$ cat src/rtl/clk_ratio_meter.sv
// Measures the period and high time of a slow asynchronous clock-like input in clk_i cycles,
// and reports measurement validity, ratio lock and loss-of-signal timeout.
module clk_ratio_meter #(
    parameter int CNT_W       = 8,
    parameter int SYNC_STAGES = 2,
    parameter int LOCK_COUNT  = 4
) (
    input  logic             clk_i,
    input  logic             rstn_i,
    input  logic             sig_i,
    output logic             rise_pulse_o,
    output logic             fall_pulse_o,
    output logic [CNT_W-1:0] period_o,
    output logic [CNT_W-1:0] high_o,
    output logic             valid_o,
    output logic             lock_o,
    output logic             timeout_o
);

    localparam logic [CNT_W-1:0] MAX        = '1;
    localparam logic [2:0]       PRIME_DONE = 3'(SYNC_STAGES + 1);
    localparam logic [3:0]       LOCK_SAT   = 4'(LOCK_COUNT);

    typedef enum logic [1:0] {
        IDLE,
        ARMED,
        MEASURE,
        TIMEOUT
    } state_t;

    state_t                 r_state;
    state_t                 w_stateNext;
    logic [SYNC_STAGES-1:0] r_sync;
    logic                   r_sd;
    logic [2:0]             r_prime;
    logic [CNT_W-1:0]       r_cnt;
    logic [3:0]             r_match;

    logic                   w_sync;
    logic                   w_edgeEn;
    logic                   w_rise;
    logic                   w_fall;
    logic [CNT_W-1:0]       w_cntInc;
    logic                   w_capPeriod;
    logic                   w_capHigh;
    logic                   w_firstCap;
    logic                   w_enterTimeout;
    logic [3:0]             w_matchNext;

    assign w_sync = r_sync[SYNC_STAGES-1];

    // Edge detection stays off until the delay flop holds a real sample, so a level
    // already present at reset release is not mistaken for an edge.
    assign w_edgeEn = (r_prime == PRIME_DONE);
    assign w_rise   = w_edgeEn & w_sync & ~r_sd;
    assign w_fall   = w_edgeEn & ~w_sync & r_sd;
    assign w_cntInc = (r_cnt == MAX) ? MAX : r_cnt + 1'b1;

    always_ff @(posedge clk_i or negedge rstn_i) begin
        if (!rstn_i) begin
            r_sync  <= '0;
            r_sd    <= 1'b0;
            r_prime <= '0;
            r_cnt   <= '0;
            r_state <= IDLE;
        end else begin
            r_sync  <= {r_sync[SYNC_STAGES-2:0], sig_i};
            r_sd    <= w_sync;
            r_prime <= (r_prime == PRIME_DONE) ? r_prime : r_prime + 3'd1;
            r_cnt   <= w_rise ? '0 : w_cntInc;
            r_state <= w_stateNext;
        end
    end

    always_comb begin
        w_stateNext    = r_state;
        w_capPeriod    = 1'b0;
        w_capHigh      = 1'b0;
        w_firstCap     = 1'b0;
        w_enterTimeout = 1'b0;
        case (r_state)
            IDLE: begin
                if (w_rise) w_stateNext = ARMED;
            end
            ARMED: begin
                w_capHigh = w_fall;
                if (w_rise) begin
                    w_stateNext = MEASURE;
                    w_capPeriod = 1'b1;
                    w_firstCap  = 1'b1;
                end else if (w_cntInc == MAX) begin
                    w_stateNext    = TIMEOUT;
                    w_enterTimeout = 1'b1;
                end
            end
            MEASURE: begin
                w_capHigh = w_fall;
                if (w_rise) begin
                    w_capPeriod = 1'b1;
                end else if (w_cntInc == MAX) begin
                    w_stateNext    = TIMEOUT;
                    w_enterTimeout = 1'b1;
                end
            end
            TIMEOUT: begin
                if (w_rise) w_stateNext = ARMED;
            end
            default: w_stateNext = IDLE;
        endcase
    end

    always_comb begin
        w_matchNext = '0;
        if (!w_firstCap && (w_cntInc == period_o)) begin
            w_matchNext = (r_match >= LOCK_SAT) ? LOCK_SAT : r_match + 4'd1;
        end
    end

    // Entering TIMEOUT overrides any capture landing in the same cycle.
    always_ff @(posedge clk_i or negedge rstn_i) begin
        if (!rstn_i) begin
            rise_pulse_o <= 1'b0;
            fall_pulse_o <= 1'b0;
            period_o     <= '0;
            high_o       <= '0;
            valid_o      <= 1'b0;
            lock_o       <= 1'b0;
            timeout_o    <= 1'b0;
            r_match      <= '0;
        end else begin
            rise_pulse_o <= w_rise;
            fall_pulse_o <= w_fall;
            if (w_enterTimeout) begin
                timeout_o <= 1'b1;
                valid_o   <= 1'b0;
                lock_o    <= 1'b0;
                period_o  <= '0;
                high_o    <= '0;
                r_match   <= '0;
            end else begin
                if ((r_state == TIMEOUT) && w_rise) timeout_o <= 1'b0;
                if (w_capPeriod) begin
                    period_o <= w_cntInc;
                    valid_o  <= 1'b1;
                    r_match  <= w_matchNext;
                    lock_o   <= (w_matchNext >= LOCK_SAT);
                end
                if (w_capHigh) high_o <= w_cntInc;
            end
        end
    end

endmodule

$ cat config.mk
export PLATFORM = sky130hd
export DESIGN_NAME = clk_ratio_meter
export DESIGN_NICKNAME = d
export VERILOG_FILES = /design/src/rtl/clk_ratio_meter.sv
export SDC_FILE = /design/constraint.sdc
export NUM_CORES = 1
export LEC_CHECK = 0
export CAP_MARGIN = 5
export CORE_MARGIN = 10
export CORE_UTILIZATION = 59
export DETAILED_ROUTE_END_ITERATION = 12
export GPL_TIMING_DRIVEN = 0
export PLACE_DENSITY = 0.83
export RECOVER_POWER = 100
export SYNTH_ARGS = -nofsm -noshare
export SYNTH_HDL_FRONTEND = slang
export SYNTH_SLANG_ARGS = --single-unit
$ cat constraint.sdc
create_clock -name clk_i -period 4.41 [get_ports clk_i]
set_input_delay 0.6615 -clock clk_i [delete_from_list [all_inputs] [get_ports clk_i]]
set_output_delay 0.6615 -clock clk_i [all_outputs]
set_load 0.03 [all_outputs]
After elaboration in Yosys (flattened, before gate mapping) --
Index checks and enable logic that the tools add are counted.
Word-level totals: register bits 41, bits of input ports 3, output and inout bits 21, word-level logic and storage cells 71
Operators by class: add/subtract/negate cells 3, magnitude comparators 2, eq/ne operators 9, muxes and demuxes 28, bitwise operators 6, reduce and logical (&&, ||, !) cells 10
Operators with widths (count):
- 2-to-1 mux 8 bit | 6
- == test 8 bit (second input constant) | 2
- 2-to-1 mux 4 bit | 4
- 2-to-1 mux 1 bit | 13
- adder 8 x 1 -> 8 bit (second input constant) | 1
- == test 8 bit | 1
- greater-or-equal comparator 4 x 3 -> 1 bit (second input constant) | 2
- 2-to-1 mux 2 bit | 4
- one-hot mux 2 bit (3 select lines) | 1
- nonzero test 2 bit | 3
- adder 4 x 1 -> 4 bit (second input constant) | 1
- bitwise AND 1 bit | 4
- == test 2 bit (second input constant) | 2
- OR reduction 2 bit | 2
- adder 3 x 1 -> 3 bit (second input constant) | 1
- == test 3 x 2 -> 1 bit (second input constant) | 1
- == test 2 x 1 -> 1 bit (second input constant) | 1
- logical AND 1 bit | 2
- zero test 2 bit | 1
- != test 2 x 1 -> 1 bit (second input constant) | 1
- != test 2 bit (second input constant) | 1
- inverter 1 bit | 2
- AND reduction 2 bit | 1
- zero test 1 bit | 1

Depth between registers and ports, before layout --
Gate-level depths: netlist of the first run.
word-level depth 11, depth in mapped cells 10, gate-level depth less buffers 9

Least setup slack after synthesis of the first run --
Ideal clock, no wire load.
path type reg2reg, from register r_prime[0], to register period_o[6], library setup time 121 ps, data arrival time 2013 ps, required time 4289 ps, path slack 2276 ps, stages on the path, launching flop included 10, path buffers 1, period minus slack after synthesis 2134 ps, cell sequence dfrtp_1 > ha_1 > ha_1 > nand3b_4 > clkinv_2 > nor4b_1 > o2111a_1 > nor2_1 > buf_2 > a22o_1
On the way: word-level cells in the longest chain between the ends 6, elaborated cells on any way between the ends 9, classes of those cells eq/ne (1); mux (5); bitwise (2); reduce/logical (1)
RTL lines:
- from (decl) | RTL line 35 | logic [2:0] r_prime;
- from (signal assigned) | RTL line 69 | r_prime <= (r_prime == PRIME_DONE) ? r_prime : r_prime + 3'd1;
- == test 3 x 2 -> 1 bit (*) | RTL line 54 | assign w_edgeEn = (r_prime == PRIME_DONE);
- bitwise AND 1 bit (*) (2 in series) | RTL line 55 | assign w_rise = w_edgeEn & w_sync & ~r_sd;
- 2-to-1 mux 1 bit (on tied branches) | RTL line 98, 87
- 2-to-1 mux 1 bit
- 2-to-1 mux 8 bit or nonzero test 2 bit (tied branches)
- to (signal assigned) | RTL line 143 | period_o <= w_cntInc;
- to (decl) | RTL line 13 | output logic [CNT_W-1:0] period_o,
Mark *: on every way between the ends. The rest lies on a longest branch, timed or not. A chain may end at the register's enable or synchronous reset.

Worst setup path in the final report of the first run --
from register r_prime[0], to register valid_o
On the way: word-level cells in the longest chain between the ends 6, elaborated cells on any way between the ends 9, classes of those cells eq/ne (1); mux (5); bitwise (2); reduce/logical (1)
RTL lines:
- == test 3 x 2 -> 1 bit (*) | RTL line 54
- bitwise AND 1 bit (*) (2 in series) | RTL line 55
- 2-to-1 mux 1 bit (on tied branches) | RTL line 98, 87
- 2-to-1 mux 1 bit
- 2-to-1 mux 1 bit or nonzero test 2 bit (tied branches)
- to (signal assigned) | RTL line 126 | valid_o <= 1'b0;
- to (signal assigned) | RTL line 135 | valid_o <= 1'b0;
- to (signal assigned) | RTL line 144 | valid_o <= 1'b1;
- to (decl) | RTL line 15 | output logic valid_o,
Marked as above.

==> results of run 1 <==
==> critical path: stages (launching register included) <==
cell,delay (ns)
dfrtp_1,0.42
ha_1,0.21
ha_1,0.27
nand3b_1,0.26
clkinvlp_2,0.24
nor4b_1,0.41
o2111a_1,0.40
clkbuf_1,0.44
o21ai_0,0.17
==> power groups by stage <==
stage          Combinational, mW  Sequential [mW]  Clock (mW)
2_1_floorplan              0.283            0.595           0
3_3_place_gp               0.533            0.521           0
3_5_place_dp               0.545            0.523           0
4_1_cts                    0.547            0.516       0.258
5_1_grt                    0.585            0.525       0.276
6_report                   0.528            0.515       0.254
==> routing by layer <==
layer  vias up  GRT usage
met3         8     0.0360
met2        73      0.251
li1        834          -
met5         -          0
met4         0     0.0627
met1       848      0.211
==> sequential cells by signal, summed over array words and instances, names as in the netlist <==
name and count:
timeout_o 1, r_cnt 8, r_prime 3, r_sd 1
r_state 2, lock_o 1, high_o 8, fall_pulse_o 1
valid_o 1, period_o 8, r_sync 2, r_match 4
rise_pulse_o 1
==> synth_stat cells <==
master | instances | area, um^2
a2111oi_2 | 1 | 15.0
a211oi_1 | 5 | 37.5
a21o_1 | 3 | 22.5
a21oi_1 | 10 | 50.1
a221oi_1 | 1 | 8.76
a22o_1 | 4 | 35.0
a22oi_1 | 1 | 7.51
a311o_1 | 1 | 10.0
a311oi_1 | 2 | 17.5
a31oi_1 | 2 | 12.5
a41o_1 | 1 | 10.0
and2_1 | 3 | 18.8
and3_1 | 5 | 31.3
and4_1 | 3 | 26.3
buf_2 | 7 | 35.0
buf_4 | 2 | 15.0
clkbuf_1 | 2 | 7.51
clkinv_2 | 1 | 5.00
dfrtp_1 | 41 | 1030
ha_1 | 8 | 100
inv_1 | 6 | 22.5
mux2_2 | 2 | 22.5
mux2i_1 | 4 | 40.0
nand2_1 | 23 | 86.3
nand2b_1 | 1 | 6.26
nand2b_4 | 1 | 13.8
nand3_1 | 4 | 20.0
nand3b_4 | 1 | 20.0
nand4_1 | 4 | 25.0
nor2_1 | 29 | 109
nor3_1 | 3 | 15.0
nor3b_1 | 1 | 7.51
nor4b_1 | 1 | 8.76
o2111a_1 | 1 | 11.3
o211a_1 | 1 | 10.0
o211ai_1 | 3 | 22.5
o21a_1 | 1 | 7.51
o21ai_0 | 12 | 60.1
o21ai_1 | 4 | 20.0
o21bai_1 | 1 | 7.51
o22ai_1 | 2 | 12.5
o31ai_1 | 2 | 15.0
or2_2 | 3 | 18.8
or3_1 | 2 | 12.5
xnor2_1 | 1 | 8.76
==> cell type report <==
| cell class | instances | area, um^2 | area share |
|---|---|---|---|
| clock buffer | 6 | 51.3 | 0.0210 |
| timing repair buffer | 23 | 224 | 0.0915 |
| inverter | 7 | 27.5 | 0.0112 |
| multi-input combinational | 157 | 971 | 0.397 |
| buffer | 11 | 52.6 | 0.0215 |
| tap | 46 | 57.6 | 0.0235 |
| sequential | 41 | 1030 | 0.419 |
| clock inverter | 2 | 37.5 | 0.0153 |
==> worst max path at each step <==
stage	depth (start not counted)	from	endpoint
floorplan	9	r_prime[0]	period_o[6]
global placement	1	rstn_i	r_cnt[3]
detailed placement	9	r_prime[0]	period_o[0]
CTS	9	r_prime[0]	period_o[0]
global route	8	r_prime[0]	valid_o
finish	8	r_prime[0]	valid_o
==> per-stage QoR <==
stage / setup WS, ns / std cells
after floorplan: 2.28 / 216
after global placement: 1.72 / 285
after detailed placement: 1.91 / 285
after CTS: 1.88 / 293
after global routing: 1.22 / 293
final: 1.46 / 293
==> logic make-up after synthesis <==
| kind of cell | Yosys count | synth area share |
|---|---|---|
| and+or+nand+nor | 84 | 0.200 |
| xor gates and xnor gates | 1 | 0.00418 |
| muxes | 6 | 0.0299 |
| DFF | 41 | 0.490 |
| adders and majority gates | 8 | 0.0478 |
| AOI/OAI and AO/OA | 58 | 0.188 |
| buffers and inverters | 18 | 0.0406 |
==> cell usage in the layout (no fill, tap or decap), drive strengths merged, types with 2 or more instances in the layout <==
master / n
mux2: 2
and4: 3
mux2i: 4
nor3: 3
buf: 5
or3: 2
nand2b: 2
o31ai: 2
nand2: 23
and2: 3
ha: 8
inv: 6
a21o: 3
or2: 3
a21oi: 10
dlygate4sd3: 22
nor2: 29
dfrtp: 41
o22ai: 2
a311oi: 2
clkinvlp: 2
o211ai: 3
a31oi: 2
and3: 5
a211oi: 5
a22o: 4
clkbuf: 13
nand3: 4
nand4: 4
o21ai: 16
==> key figures, run 1 <==
Timing
  • Clk_skew: 0.00590 ns
  • Slew headroom: -0.396
  • Worst Tran Pin Value: 2.09 ns
  • Fin Setup TNS: 0 ns
  • RSZ-0062 raised after global routing: false
  • Max-slew violations: 42
  • Hold_ws: 0.370 ns
  • Minimum clock period after layout: 2.95 ns
  • Fmax: 0.339 GHz
  • Crit share post-route: 0.670
  • Final hold violation count: 0
  • Setup violations, final: 0

Hold path
  • Hold Crit Depth: 0
  • Hold worst-path end: r_sync[1]
  • Hold path startpoint: r_sync[0]
  • Hold Crit Class: flip-flop to flip-flop

CTS
  • Clock transition at path regs: 0.12 ns
  • CTS H-tree depth: 2
  • Clock buffer depth: 2
  • Root buf cell: clkbuf_4
  • Setup repair bufs after CTS: 0
  • CTS Hold Buffers Added: 0
  • CTS buffer count: 5
  • PostCTS Resize Cnt: 0
  • Clock sink total: 41
  • CTS tree: built
  • Clock latency on the worst-skew pair: 0.34 ns

Routing
  • Vias per inst: 6.02
  • Vias post-DR: 1,763
  • DRC: 0
  • Drt pass-1 iters: 5
  • ANT nets after route: 0
  • DR WL met2: 2220 um
  • DR top layer: met4
  • M1 wire length: 2090 um
  • DR WL/cell: 16.2 um
  • Total Wirelength: 4740 um
  • Met3 wire length: 366 um
  • Drt initial violations: 206

Pwr
  • Gate power share: 0.407
  • Switch Pwr: 0.510 mW
  • Total power: 1.30 mW
  • Peak supply drop: 0.282 mV
  • Switching portion of total power: 0.393
  • Clock share of power: 0.196
  • Leak: 1.14 nW
  • Seq pwr share: 0.397
  • Power Dens Cells: 530 nW/um^2
  • Int Power: 0.788 mW

Finish
  • Fillers: 253
  • Layout cell share with drive strength beyond 1: 0.0850
  • Nets: 257
  • Final Util: 0.722
  • Area Growth Syn to Fin: 16.8%
  • Fin area: 2450 um^2
  • Antenna cells: 0

Run status
  • Status: finished with violations
  • Failing checks: capacitance limit, slew limit

Global routing
  • Initial antenna violation count: 0
  • Total gr overflow: 0
  • Vias in the first global route: 1,696
  • First-pass GRT wire length: 8100 um
  • Largest net degree at the start of global routing: 42
  • GRT Total Usage: 0.161

Placement
  • Final Wtd Congestion: 0.908
  • Port buffer count: 23
  • HPWL after detailed placement: 3450 um
  • Area of placed instances: 2380 um^2

Die
  • Total core area: 3390 um^2
  • Die height: 79.6 um
  • Die W: 79.6 um
  • FP Rows: 21
  • Starting density of the core: 0.618
  • Die footprint: 6330 um^2
  • I/O pin total: 24

Logic synthesis
  • Mapped Nets: 227
  • Cell area after synthesis: 2090 um^2
  • Syn. warnings: 0
  • Cells after Synth: 216
  • Syn avg cell area: 9.70 um^2
  • Sequential fraction of the synthesis area: 0.490
  • Yosys reg bits: 41
  • Distinct cells, synth: 45

Worst setup path
  • CP endpoint kind: flip-flop
  • Worst R2R End: valid_o
  • Reg2reg path depth: 8
  • Arr. time, crit path: 3.17 ns
  • CP max FO: 10
  • R2r setup slk: 1.46 ns
  • RR Startpoint: r_prime[0]
  • Required @ worst endpoint: 4.62 ns
  • Critical Path Source Type: flip-flop
  • Setup CP Type: flip-flop to flip-flop

Job
  • Max-cap viol count: 1
Note: power is estimated with default switching activity, not from simulation.
==> inputs of run 2 (changes only) <==
--- a/config.mk
+++ b/config.mk
@@ -7,10 +7,10 @@
 export LEC_CHECK = 0
 export CAP_MARGIN = 5
 export CORE_MARGIN = 10
-export CORE_UTILIZATION = 59
+export CORE_UTILIZATION = 50
 export DETAILED_ROUTE_END_ITERATION = 12
 export GPL_TIMING_DRIVEN = 0
-export PLACE_DENSITY = 0.83
+export PLACE_DENSITY = 0.75
 export RECOVER_POWER = 100
 export SYNTH_ARGS = -nofsm -noshare
 export SYNTH_HDL_FRONTEND = slang
==> constraint.sdc (replaced) <==
create_clock -name clk_i -period 2.7 [get_ports clk_i]
set_input_delay 0.405 -clock clk_i [delete_from_list [all_inputs] [get_ports clk_i]]
set_output_delay 0.405 -clock clk_i [all_outputs]
set_load 0.03 [all_outputs]
==> run 2 against run 1 <==
  * The flow still finishes with violations (capacitance limit, slew limit)
  * Fmax increased by 20%
  * Via count decreased by 2.1%
  * Sequential cell count unchanged
  * First-iteration DRC count decreased by 32%
  * Sequential share of layout area decreased by 0.26 points
  * Routed wire length increased by 2.7%
  * Global-route usage decreased by 2.5 points
  * Final area increased by 0.61%
  * Worst setup slack got worse by 1.2 ns
  * Total power increased by 61%
  * Critical path type unchanged
  * Highest routed layer unchanged
==> key figures, run 2 (same netlist as run 1, synthesis figures left out) <==
Run status
  • Status: finished with violations
  • Failing checks: capacitance limit, slew limit

Worst setup path
  • Arr. time, crit path: 2.67 ns (-0.50 ns)
  • Setup CP Type: flip-flop to flip-flop
  • CP endpoint kind: flip-flop
  • CP max FO: 9 (-1)
  • Critical Path Source Type: flip-flop
  • Required @ worst endpoint: 2.91 ns (-1.71 ns)
  • R2r setup slk: 0.24 ns (-1.22 ns)

Die
  • Die W: 84.7 um (+6.5%)
  • Starting density of the core: 0.520 (-0.0981)
  • Die height: 84.7 um (+6.5%)
  • FP Rows: 23 (+9.5%)
  • I/O pin total: 24 (unchanged)
  • Die footprint: 7180 um^2 (+13%)
  • Total core area: 4030 um^2 (+19%)

CTS
  • Clock transition at path regs: 0.08 ns (-0.04 ns)
  • Root buf cell: clkbuf_8
  • PostCTS Resize Cnt: 0 (unchanged)
  • CTS H-tree depth: 2 (unchanged)
  • CTS Hold Buffers Added: 0 (unchanged)
  • Clock latency on the worst-skew pair: 0.29 ns (-0.05 ns)
  • CTS buffer count: 5 (unchanged)
  • Setup repair bufs after CTS: 0 (unchanged)
  • Clock buffer depth: 2 (unchanged)
  • Clock sink total: 41 (unchanged)
  • CTS tree: built

Placement
  • HPWL after detailed placement: 3480 um (+0.68%)
  • Port buffer count: 23 (unchanged)
  • Final Wtd Congestion: 0.870 (-4.2%)

Timing
  • Clk_skew: 0.00612 ns (+0.000226 ns)
  • Worst Tran Pin Value: 2.14 ns (+0.0465 ns)
  • Crit share post-route: 0.913 (+0.243)
  • Setup violations, final: 0 (unchanged)
  • Fin Setup TNS: 0 ns (unchanged)
  • Max-slew violations: 42 (unchanged)
  • Minimum clock period after layout: 2.46 ns (-0.490 ns)
  • Final hold violation count: 0 (unchanged)
  • Slew headroom: -0.427 (-0.0310)
  • RSZ-0062 raised after global routing: false
  • Fmax: 0.406 GHz (+20%)

Global routing
  • GR Util met2: 0.211 (-0.0394)
  • Met1 Track Usage GR: 0.175 (-0.0361)
  • First-pass GRT wire length: 7960 um (-1.8%)
  • Total gr overflow: 0 (unchanged)
  • GRT Total Usage: 0.136 (-0.0246)
  • Initial antenna violation count: 0 (unchanged)
  • Vias in the first global route: 1,635 (-3.6%)
  • Met3 usage: 0.0425 (+0.00648)
  • Largest net degree at the start of global routing: 42 (unchanged)
  • Grt peak-use layer: met2

Pwr
  • Peak supply drop: 0.395 mV (+40%)
  • Leak: 1.17 nW (+2.1%)
  • Power Dens Cells: 849 nW/um^2 (+60%)

Finish
  • Area of the multi-input gates: 983 um^2 (+1.3%)
  • Layout cell share with drive strength beyond 1: 0.0972 (+0.0121)
  • Reg area: 1030 um^2 (unchanged)
  • Area Growth Syn to Fin: 17.6%
  • Commonest non-fill, non-tap cell in the layout: dfrtp_1
  • Antenna cells: 0 (unchanged)
  • Most frequent cells in the layout: dfrtp_1 (41), nor2_1 (29), nand2_1 (23)
  • Final Util: 0.611 (-0.111)
  • Fillers: 357 (+41%)
  • Nets: 257 (unchanged)
  • Largest regs: high_o: 8 flops, period_o: 8 flops, r_cnt: 8 flops

Routing
  • ANT nets after route: 0 (unchanged)
  • DR WL/cell: 16.4 um (+1.4%)
  • Vias per inst: 5.81 (-3.4%)
  • Total Wirelength: 4870 um (+2.7%)
  • Drt initial violations: 141 (-32%)
  • Drt pass-1 iters: 4 (-1)
  • DRC: 0 (unchanged)
  • Vias post-DR: 1,726 (-2.1%)

Job
  • Max-cap viol count: 1 (unchanged)

Hold path
  • Hold Crit Class: flip-flop to flip-flop
==> run 2: stage by stage <==
stage	std cells	cell area (um^2)	power [mW]	setup slack [ns]	hold WS [ns]
after floorplan	216	2090	1.43	0.566	0.109
after global placement	289	2390	1.72	0.233	0.337
after detailed placement	289	2380	1.74	0.290	0.337
after CTS	297	2460	2.13	0.277	0.263
after global routing	297	2460	2.23	0.0406	0.362
final	297	2460	2.09	0.236	0.355
==> run 2: power by group <==
| group | switching (mW) | internal [mW] |
|---|---|---|
| Sequential | 0.115 | 0.730 |
| Combinational | 0.521 | 0.341 |
| Clock | 0.203 | 0.179 |
==> run 2: critical path, stage by stage (launching register included) <==
cell      delay (ns)
dfrtp_1         0.44
ha_1            0.20
buf_2           0.17
and3_1          0.19
clkbuf_1        0.16
a311oi_1        0.47
nor3_1          0.08
a211oi_1        0.23
nand4_1         0.22
o21ai_0         0.22
==> run 2: cell type report <==
| type | count | area share |
|---|---|---|
| repair buffers | 23 | 0.0910 |
| plain buffers | 11 | 0.0229 |
| multi-input cells | 157 | 0.399 |
| inverters | 7 | 0.0112 |
| clock inverters | 2 | 0.00407 |
| clock buffers | 6 | 0.0295 |
| well taps | 50 | 0.0254 |
| flip-flops and latches | 41 | 0.417 |
==> run 2: worst paths after layout <==
check / startpoint / end / cells past startpoint
worst min register to register: r_sync[0] / r_sync[1] / 0
worst min-delay path: r_sync[0] / r_sync[1] / 0
min in group asynchronous: rstn_i / r_sync[0] / 1
worst max register to register: r_cnt[1] / r_match[2] / 9
worst max-delay path: r_cnt[1] / r_match[2] / 9
max in group asynchronous: rstn_i / r_cnt[1] / 1
==> run 2: metal layers <==
metal | routed length [um] | up-vias
met5 | 0 | -
met4 | 48 | 0
met3 | 281 | 4
met2 | 2270 | 42
met1 | 2270 | 845
li1 | - | 835
==> inputs of run 3 (changes only) <==
--- a/config.mk
+++ b/config.mk
@@ -7,10 +7,10 @@
 export LEC_CHECK = 0
 export CAP_MARGIN = 5
 export CORE_MARGIN = 10
-export CORE_UTILIZATION = 50
+export CORE_UTILIZATION = 55
 export DETAILED_ROUTE_END_ITERATION = 12
 export GPL_TIMING_DRIVEN = 0
-export PLACE_DENSITY = 0.75
+export PLACE_DENSITY = 0.78
 export RECOVER_POWER = 100
 export SYNTH_ARGS = -nofsm -noshare
 export SYNTH_HDL_FRONTEND = slang
==> constraint.sdc (replaced) <==
create_clock -name clk_i -period 2.6 [get_ports clk_i]
set_input_delay 0.39 -clock clk_i [delete_from_list [all_inputs] [get_ports clk_i]]
set_output_delay 0.39 -clock clk_i [all_outputs]
set_load 0.03 [all_outputs]
==> run 3 against run 2 <==
  * The flow still finishes with violations (capacitance limit, slew limit)
  * Combinational power grew 4.1%
  * Non-clock buffer count is the same
  * Clock skew shrank 0.0021 ns
  * Worst hold slack got worse by 0.0029 ns
  * Sequential cell count stayed put
  * Critical path depth down 1
  * Worst setup slack worse by 0.055 ns
  * Largest cell class unchanged
  * Largest power group unchanged
==> key figures, run 3 (same netlist as run 1, synthesis figures left out) <==
Die
  • Die footprint: 6680 um^2 (-7.0%)
  • Starting density of the core: 0.572 (+0.0522)
  • FP Rows: 22 (-4.3%)
  • Total core area: 3660 um^2 (-9.1%)
  • Die W: 81.7 um (-3.6%)
  • Die height: 81.7 um (-3.6%)
  • I/O pin total: 24 (unchanged)

Placement
  • HPWL after detailed placement: 3340 um (-4.0%)
  • Final Wtd Congestion: 0.879 (+0.98%)
  • Area of placed instances: 2380 um^2 (-0.10%)
  • Port buffer count: 23 (unchanged)

CTS
  • Setup repair bufs after CTS: 0 (unchanged)
  • Root buf cell: clkbuf_8
  • Clock latency on the worst-skew pair: 0.29 ns (about the same)
  • CTS Hold Buffers Added: 0 (unchanged)
  • CTS buffer count: 5 (unchanged)
  • Clock transition at path regs: 0.08 ns (about the same)
  • PostCTS Resize Cnt: 0 (unchanged)
  • Clock buffer depth: 2 (unchanged)
  • CTS H-tree depth: 2 (unchanged)
  • Clock sink total: 41 (unchanged)
  • CTS tree: built

Worst setup path
  • CP endpoint kind: flip-flop
  • CP max FO: 9 (unchanged)
  • Setup CP Type: flip-flop to flip-flop
  • Arr. time, crit path: 2.63 ns (-0.04 ns)
  • RR Startpoint: r_cnt[1]
  • Critical Path Source Type: flip-flop
  • Required @ worst endpoint: 2.81 ns (-0.10 ns)
  • Worst Setup SP: r_cnt[1]

Routing
  • Vias post-DR: 1,701 (-1.4%)
  • DRC: 0 (unchanged)
  • Total Wirelength: 4640 um (-4.8%)
  • DR WL/cell: 15.7 um (-4.1%)
  • Drt initial violations: 176 (+25%)
  • ANT nets after route: 0 (unchanged)
  • Vias per inst: 5.77 (-0.78%)
  • Drt pass-1 iters: 4 (unchanged)

Finish
  • Nets: 257 (unchanged)
  • Largest regs: high_o: 8 flops, period_o: 8 flops, r_cnt: 8 flops
  • Most frequent cells in the layout: dfrtp_1 (41), nor2_1 (28), nand2_1 (23)
  • Commonest non-fill, non-tap cell in the layout: dfrtp_1
  • Fin area: 2490 um^2 (+1.2%)
  • Antenna cells: 0 (unchanged)
  • Area Growth Syn to Fin: 19.0%
  • Layout cell share with drive strength beyond 1: 0.130 (+0.0324)
  • Fillers: 290 (-19%)

Timing
  • Fmax: 0.413 GHz (+1.9%)
  • Setup violations, final: 0 (unchanged)
  • Hold_ws: 0.352 ns (-0.00286 ns)
  • Fin Setup TNS: 0 ns (unchanged)
  • Crit share post-route: 0.930 (+0.0177)
  • Max-slew violations: 42 (unchanged)
  • Final hold violation count: 0 (unchanged)
  • Slew headroom: -0.427 (about the same)
  • RSZ-0062 raised after global routing: false
  • Minimum clock period after layout: 2.42 ns (-0.0453 ns)
  • Clk_skew: 0.00398 ns (-0.00214 ns)
  • Worst Tran Pin Value: 2.14 ns (-0.000104 ns)

Pwr
  • Peak supply drop: 0.504 mV (+27%)
  • Power Dens Cells: 872 nW/um^2 (+2.7%)
  • Leak: 1.15 nW (-1.4%)

Global routing
  • Initial antenna violation count: 0 (unchanged)
  • Largest net degree at the start of global routing: 42 (unchanged)
  • First-pass GRT wire length: 7880 um (-0.96%)
  • GRT Total Usage: 0.150 (+0.0134)
  • Total gr overflow: 0 (unchanged)
  • Vias in the first global route: 1,628 (-0.43%)

Hold path
  • Hold Crit Class: flip-flop to flip-flop
  • Hold path startpoint: r_sync[0]

Job
  • Max-cap viol count: 1 (unchanged)

Run status
  • Status: finished with violations
  • Failing checks: capacitance limit, slew limit
[run 3: power breakdown]
group,switching [mW],internal [mW]
Sequential,0.118,0.758
Combinational,0.534,0.362
Clock,0.215,0.185
Total,0.867,1.31
[run 3: path summary, 6_finish.rpt]
check / endpoint / slack [ns] / cells past startpoint
hold / removal: r_sync[1] / 0.35 / 0
hold reg to reg: r_sync[1] / 0.35 / 0
setup / recovery: lock_o / 0.18 / 8
max in group asynchronous: high_o[2] / 0.66 / 1
setup reg to reg: lock_o / 0.18 / 8
min in group asynchronous: r_prime[1] / 0.71 / 1
[run 3: critical path, cell delays in order, from the launching register on]
cell       delay, ns
dfrtp_1         0.45
ha_1            0.20
buf_2           0.16
nand3_1         0.26
nor2_1          0.11
a311o_1         0.38
a2111oi_2       0.32
nand4_1         0.25
o21ai_0         0.20
[run 3: routing by layer]
layer  wire, um  global-route usage  vias up
met1       2190               0.201      823
li1           -                   -      840
met5          0                   0        -
met2       2190               0.231       32
met3        207              0.0415        6
met4         51              0.0425        0
[run 3: metrics by stage]
step | util | instances | total power [mW] | setup WS, ns
after floorplan | - | 216 | 1.49 | 0.466
after global placement | 0.651 | 287 | 1.79 | 0.168
after detailed placement | 0.650 | 287 | 1.80 | 0.0993
after CTS | 0.674 | 295 | 2.21 | 0.0799
after global routing | 0.681 | 295 | 2.31 | 0.0107
final | 0.681 | 295 | 2.17 | 0.181
[run 3: final cells by class]
cell class                 instances  area (um^2)  share of cell area
clock inverter                     3         17.5             0.00703
sequential                        41         1030               0.412
clock buffer                       5         68.8              0.0276
tap                               48         60.1              0.0241
timing repair buffer              23          224              0.0899
inverter                           7         27.5              0.0110
multi-input combinational        157         1010               0.406
buffer                            11         57.6              0.0231
